<file path="src/rtl/hoop_pkg.sv">
`default_nettype none
// ============================================================================
// hoop_pkg: shared state encoding and field widths for the hoop game.
// Revision: 1.0
// ============================================================================
package hoop_pkg;

  localparam int SCORE_W = 8;
  localparam int TIME_W  = 8;
  localparam logic [SCORE_W-1:0] SCORE_MAX = 8'd255;

  typedef enum logic [2:0] {
    IDLE   = 3'd0,
    READY  = 3'd1,
    PLAY   = 3'd2,
    COMMIT = 3'd3,
    OVER   = 3'd4
  } state_t;

endpackage
`default_nettype wire

</file>
<file path="src/rtl/hoop_game_ctrl_debounce.sv">
`default_nettype none
// ============================================================================
// hoop_debounce: 2-flop synchronizer, stability counter, registered rise pulse.
// Revision: 1.0
// ============================================================================
module hoop_debounce #(
  parameter int DEBOUNCE_CYCLES = 500_000
) (
  input  logic clock,
  input  logic reset,
  input  logic raw,
  output logic rise
);

  localparam int CNT_W = (DEBOUNCE_CYCLES > 1) ? $clog2(DEBOUNCE_CYCLES) : 1;
  localparam logic [CNT_W-1:0] CNT_LAST = CNT_W'(DEBOUNCE_CYCLES - 1);

  logic             sync1;
  logic             sync2;
  logic             level;
  logic [CNT_W-1:0] count;

  always_ff @(posedge clock) begin
    if (!reset) begin
      sync1 <= 1'b0;
      sync2 <= 1'b0;
      level <= 1'b0;
      count <= '0;
      rise  <= 1'b0;
    end else begin
      sync1 <= raw;
      sync2 <= sync1;
      rise  <= 1'b0;
      // Counter only advances while the synced input disagrees with the accepted level.
      if (sync2 == level) begin
        count <= '0;
      end else if (count == CNT_LAST) begin
        count <= '0;
        level <= sync2;
        rise  <= sync2;
      end else begin
        count <= count + 1'b1;
      end
    end
  end

endmodule
`default_nettype wire

</file>
<file path="src/rtl/hoop_game_ctrl.sv">
`default_nettype none
// ============================================================================
// hoop_game_ctrl: round sequencer (countdown, timed play, basket count, leaderboard commit).
// Revision: 1.0
// ============================================================================
module hoop_game_ctrl
  import hoop_pkg::*;
#(
  parameter int CLK_HZ          = 50_000_000,
  parameter int READY_SECS      = 3,
  parameter int ROUND_SECS      = 10,
  parameter int DEBOUNCE_CYCLES = 500_000
) (
  input  logic               clock,
  input  logic               reset,
  input  logic               start,
  input  logic               hoop_sw,
  input  logic [7:0]         user_id,
  output logic [TIME_W-1:0]  time_left,
  output logic [SCORE_W-1:0] score,
  output logic               playing,
  output logic               game_over,
  output logic               lb_req,
  output logic [SCORE_W-1:0] lb_score,
  output logic [7:0]         lb_id,
  input  logic               lb_ack
);

  localparam int PRE_W = (CLK_HZ > 1) ? $clog2(CLK_HZ) : 1;
  localparam logic [PRE_W-1:0]  PRE_LAST = PRE_W'(CLK_HZ - 1);
  localparam logic [TIME_W-1:0] READY_T  = TIME_W'(READY_SECS);
  localparam logic [TIME_W-1:0] ROUND_T  = TIME_W'(ROUND_SECS);

  state_t              state;
  state_t              state_next;
  logic                start_s1;
  logic                start_s2;
  logic                start_s3;
  logic                start_rise;
  logic                basket;
  logic [PRE_W-1:0]    prescale;
  logic                tick;
  logic [TIME_W-1:0]   time_next;
  logic [SCORE_W-1:0]  score_next;
  logic [7:0]          id_q;
  logic [7:0]          id_next;

  hoop_debounce #(
    .DEBOUNCE_CYCLES(DEBOUNCE_CYCLES)
  ) u_hoop_debounce (
    .clock(clock),
    .reset(reset),
    .raw  (hoop_sw),
    .rise (basket)
  );

  assign start_rise = start_s2 & ~start_s3;
  assign tick       = (prescale == PRE_LAST);

  always_ff @(posedge clock) begin
    if (!reset) begin
      state <= IDLE;
    end else begin
      state <= state_next;
    end
  end

  always_comb begin
    state_next = state;
    time_next  = time_left;
    score_next = score;
    id_next    = id_q;
    unique case (state)
      IDLE, OVER: begin
        if (start_rise) begin
          state_next = READY;
          id_next    = user_id;
          score_next = '0;
          time_next  = READY_T;
        end
      end
      READY: begin
        if (tick) begin
          if (time_left == TIME_W'(1)) begin
            state_next = PLAY;
            time_next  = ROUND_T;
          end else begin
            time_next = time_left - 1'b1;
          end
        end
      end
      PLAY: begin
        // A basket on the final tick still lands before the score is handed off.
        if (basket && (score != SCORE_MAX)) begin
          score_next = score + 1'b1;
        end
        if (tick) begin
          if (time_left == TIME_W'(1)) begin
            state_next = COMMIT;
            time_next  = '0;
          end else begin
            time_next = time_left - 1'b1;
          end
        end
      end
      COMMIT: begin
        if (lb_ack) begin
          state_next = OVER;
        end
      end
      default: begin
        state_next = IDLE;
      end
    endcase
  end

  always_ff @(posedge clock) begin
    if (!reset) begin
      start_s1  <= 1'b0;
      start_s2  <= 1'b0;
      start_s3  <= 1'b0;
      prescale  <= '0;
      time_left <= '0;
      score     <= '0;
      id_q      <= '0;
      playing   <= 1'b0;
      game_over <= 1'b0;
      lb_req    <= 1'b0;
      lb_score  <= '0;
      lb_id     <= '0;
    end else begin
      start_s1  <= start;
      start_s2  <= start_s1;
      start_s3  <= start_s2;
      time_left <= time_next;
      score     <= score_next;
      id_q      <= id_next;
      // Phase lengths are exact because the prescaler restarts on every state entry.
      if ((state_next != state) || tick) begin
        prescale <= '0;
      end else begin
        prescale <= prescale + 1'b1;
      end
      playing   <= (state_next == PLAY);
      game_over <= (state_next == OVER);
      lb_req    <= (state_next == COMMIT);
      if ((state_next == COMMIT) && (state != COMMIT)) begin
        lb_score <= score_next;
        lb_id    <= id_q;
      end
    end
  end

endmodule
`default_nettype wire

</file>
<file path="config.mk">
export PLATFORM = sky130hd
export DESIGN_NAME = hoop_game_ctrl
export DESIGN_NICKNAME = d
export VERILOG_FILES = /design/src/rtl/hoop_pkg.sv /design/src/rtl/hoop_game_ctrl_debounce.sv /design/src/rtl/hoop_game_ctrl.sv
export SDC_FILE = /design/constraint.sdc
export NUM_CORES = 1
export LEC_CHECK = 0
export BUFFER_PORTS_ARGS = -buffer_cell sky130_fd_sc_hd__buf_4
export CAP_MARGIN = 0
export CORE_MARGIN = 2
export CORE_UTILIZATION = 25
export DETAILED_ROUTE_END_ITERATION = 10
export GPL_TIMING_DRIVEN = 1
export PLACE_DENSITY = 0.51
export SYNTH_ARGS = -nofsm -noshare
export SYNTH_HDL_FRONTEND = slang
export SYNTH_HIERARCHICAL = 1
export SYNTH_SLANG_ARGS = --single-unit
</file>
<file path="constraint.sdc">
create_clock -name clock -period 2.38 [get_ports clock]
set_input_delay 0.238 -clock clock [delete_from_list [all_inputs] [get_ports clock]]
set_output_delay 0.238 -clock clock [all_outputs]
set_load 0.01 [all_outputs]
</file>
==> run summary <==
Area growth, synth to finish - 23.5%
Max Fclk - 432 MHz
final setup vio count - 0
# DRC - 0
syn_area_per_cell - 8.86 um^2
ANT nets after route - 0
Die Footprint - 18100 um^2
minimum clock period - 2.31 ns
Gate Count Post-Synth - 481
core footprint - 16600 um^2
Largest stage delay, worst path - 0.58 ns
worst setup margin - 0.0668 ns
Worst Path Arrival - 2.55 ns
Crit Path Class - flop to flop
most common cell after layout, fill and taps aside - dfxtp_1
GRT met1 Usage - 13.4%
global-route wire length before repair - 16200 um
FP Rows - 47
Max-Cap Viols - 0
final instance area - 5270 um^2
port bufs - 47
CTS Buf Count - 9
Slew @ Worst Pin - 0.507 ns
CTS tree - yes
Critical Path Source Type - flop
#FFs+latches synth - 98
grt met3 use - 3.75%
unrepaired setup endpoints after global routing - true
Lkg Pwr - 0.00205 uW
clock latency on the worst-skew pair - 0.35 ns
chip width - 135 um
GRT overflow - 0
final period utilization - 97.2%
CP max FO - 6
CTS Root Cell - clkbuf_16
CTS sink count - 98
htree depth - 3
busiest grt layer - met2
CP Cell Sequence - or4_1 -> or4_4 -> nor4_4 -> buf_4 -> o2111ai_2 -> xor2_1 -> nor2_1
CTS clk-pin slew, worst paths - 0.07 ns
Top Ports - 48
Slew Limit Fails - 0
Synth cell types - 53
GRT Util Overall - 11.2%
GRT met2 Usage - 18.8%
DP Worst Slack - 0.0516 ns
drt pass-1 iters - 4
most frequent cells in the layout - 98 x dfxtp_1, 73 x nor2_1, 59 x buf_4
clock buffer depth - 2
worst hold-check path type - input port to flop
Post-Syn Area - 4260 um^2
post-synth net total - 499
outcome - complete, no violations
final hold vios - 0
Initial Utilization - 25.6%
Slowest cell on crit path - or4_4
EDFF count, synth - 0
largest net degree at the start of global routing - 26
clk_skew - 0.00749 ns
number of DRC markers in iteration 0 - 136
post-place instance area - 4940 um^2
share of the yosys chip area belonging to registers - 46.0%
total of warnings raised by yosys - 6
Avg WL per Cell - 12.8 um
Worst EP required - 2.61 ns
layout cells sized above 1 - 16.2%
Rel. slew slack - 65.9%
Post-DP HPWL - 7070 um
initial antenna violation count - 0
drt via density - 4.61
Max VDD drop - 0.343 mV
prevailing post-synth register cell - dfxtp_1
Vert. Die Dim - 135 um
# diodes - 0
nets - 557
PwrDens - 633 nW/um^2
GP Congestion - 0.832
DRT Wirelength - 9770 um
Async S/R FF share, synth - 0%
vias in the first global route - 3326
Worst setup EP type - flop
Via Count - 3524
[cell usage after synthesis, drive strengths merged, types with 2 or more instances]
cell      n  area [um^2]
and3      7         43.8
nand3    24          120
xor2     22          193
o21ai     9         45.0
buf       7         46.3
nand3b    3         26.3
and2     15         93.8
nor2b     6         40.0
a21o      2         15.0
nand4bb   2         22.5
nand2b    4         25.0
a211oi    5         37.5
xnor2    21          184
nand4    11         75.1
nor3     14         81.3
or3       5         36.3
or4       5         41.3
dfxtp    98         1960
nor2     73          274
nor4      9         71.3
nand2    55          206
a21oi    18         90.1
o211ai    3         22.5
nor4b     2         17.5
ha        5         62.6
o31ai     3         36.3
inv      11         41.3
or2       2         12.5
mux2i    19          190
and4      5         45.0
clkbuf    7         26.3
[metal layers]
metal | up-vias | routed length, um
li1 | 1778 | -
met1 | 1667 | 4170
met2 | 69 | 4980
met3 | 10 | 503
met4 | 0 | 123
met5 | - | 0
[sequential cells by signal, indices dropped and copies added, names as in the netlist]
register and flops:
lb_score 8, u_hoop_debounce/sync1 1, start_s1 1, score 8, time_left 8, playing 1, id_q 8, u_hoop_debounce/rise 1
u_hoop_debounce/sync2 1, u_hoop_debounce/count 19, lb_req 1, game_over 1, state 3, prescale 26, u_hoop_debounce/level 1, start_s2 1
start_s3 1, lb_id 8
[power by group]
part / switching (uW) / internal [uW]
clock network: 630 / 843
logic: 95.8 / 75.2
registers: 24.8 / 1660
[cell type report]
| class | instances | area (um^2) |
|---|---|---|
| multi-input combinational | 358 | 2200 |
| tap | 220 | 275 |
| clock inverter | 6 | 63.8 |
| sequential | 98 | 1960 |
| inverter | 11 | 41.3 |
| fill | 1705 | 11400 |
| timing repair buffer | 61 | 483 |
| clock buffer | 10 | 239 |
[worst paths after layout]
| check | from | endpoint | slack (ns) | cells past startpoint |
|---|---|---|---|---|
| worst max-delay path | prescale[24] | time_left[6] | 0.07 | 7 |
| worst min-delay path | start | start_s1 | 0.1 | 2 |
| worst max register to register | prescale[24] | time_left[6] | 0.07 | 7 |
| worst min register to register | u_hoop_debounce/sync1 | u_hoop_debounce/sync2 | 0.43 | 1 |
[logic make-up after synthesis]
logic type               count (synthesis)  share of synthesized area [%]
AO/OA/AOI/OAI                           48                           7.40
XOR/XNOR                                43                           8.84
adder cells (fa/ha/maj)                  5                           1.47
buffers and inverters                   25                           2.67
flip-flops                              98                           46.0
multiplexers                            19                           4.46
AND/OR/NAND/NOR                        243                           29.1
[critical path, delay by kind of cell, from the launching register on]
family	cells	cell delay [ns]
DFF	1	0.31
buffers and inverters	1	0.18
xor gates and xnor gates	1	0.17
and+or+nand+nor	4	1.43
AOI/OAI and AO/OA	1	0.11
[repair_timing]
item,4_1_cts,5_1_grt
setup buffers,0,1
resized for setup,0,2
hold buffers,0,0
setup endpoints to repair,0,21
[through the flow]
stage / TNS (ns) / hold WS (ns) / power (uW) / util, % / cells
2_1_floorplan: 0 / 0.360 / 1820 / - / 481
3_3_place_gp: 0 / 0.417 / 1890 / 29.7 / 747
3_5_place_dp: 0 / 0.420 / 1900 / 29.7 / 747
4_1_cts: 0 / 0.0857 / 3380 / 31.5 / 763
5_1_grt: -0.110 / 0.0956 / 3470 / 31.6 / 764
6_report: 0 / 0.0964 / 3330 / 31.6 / 764
(Power assumes the default switching activity.)
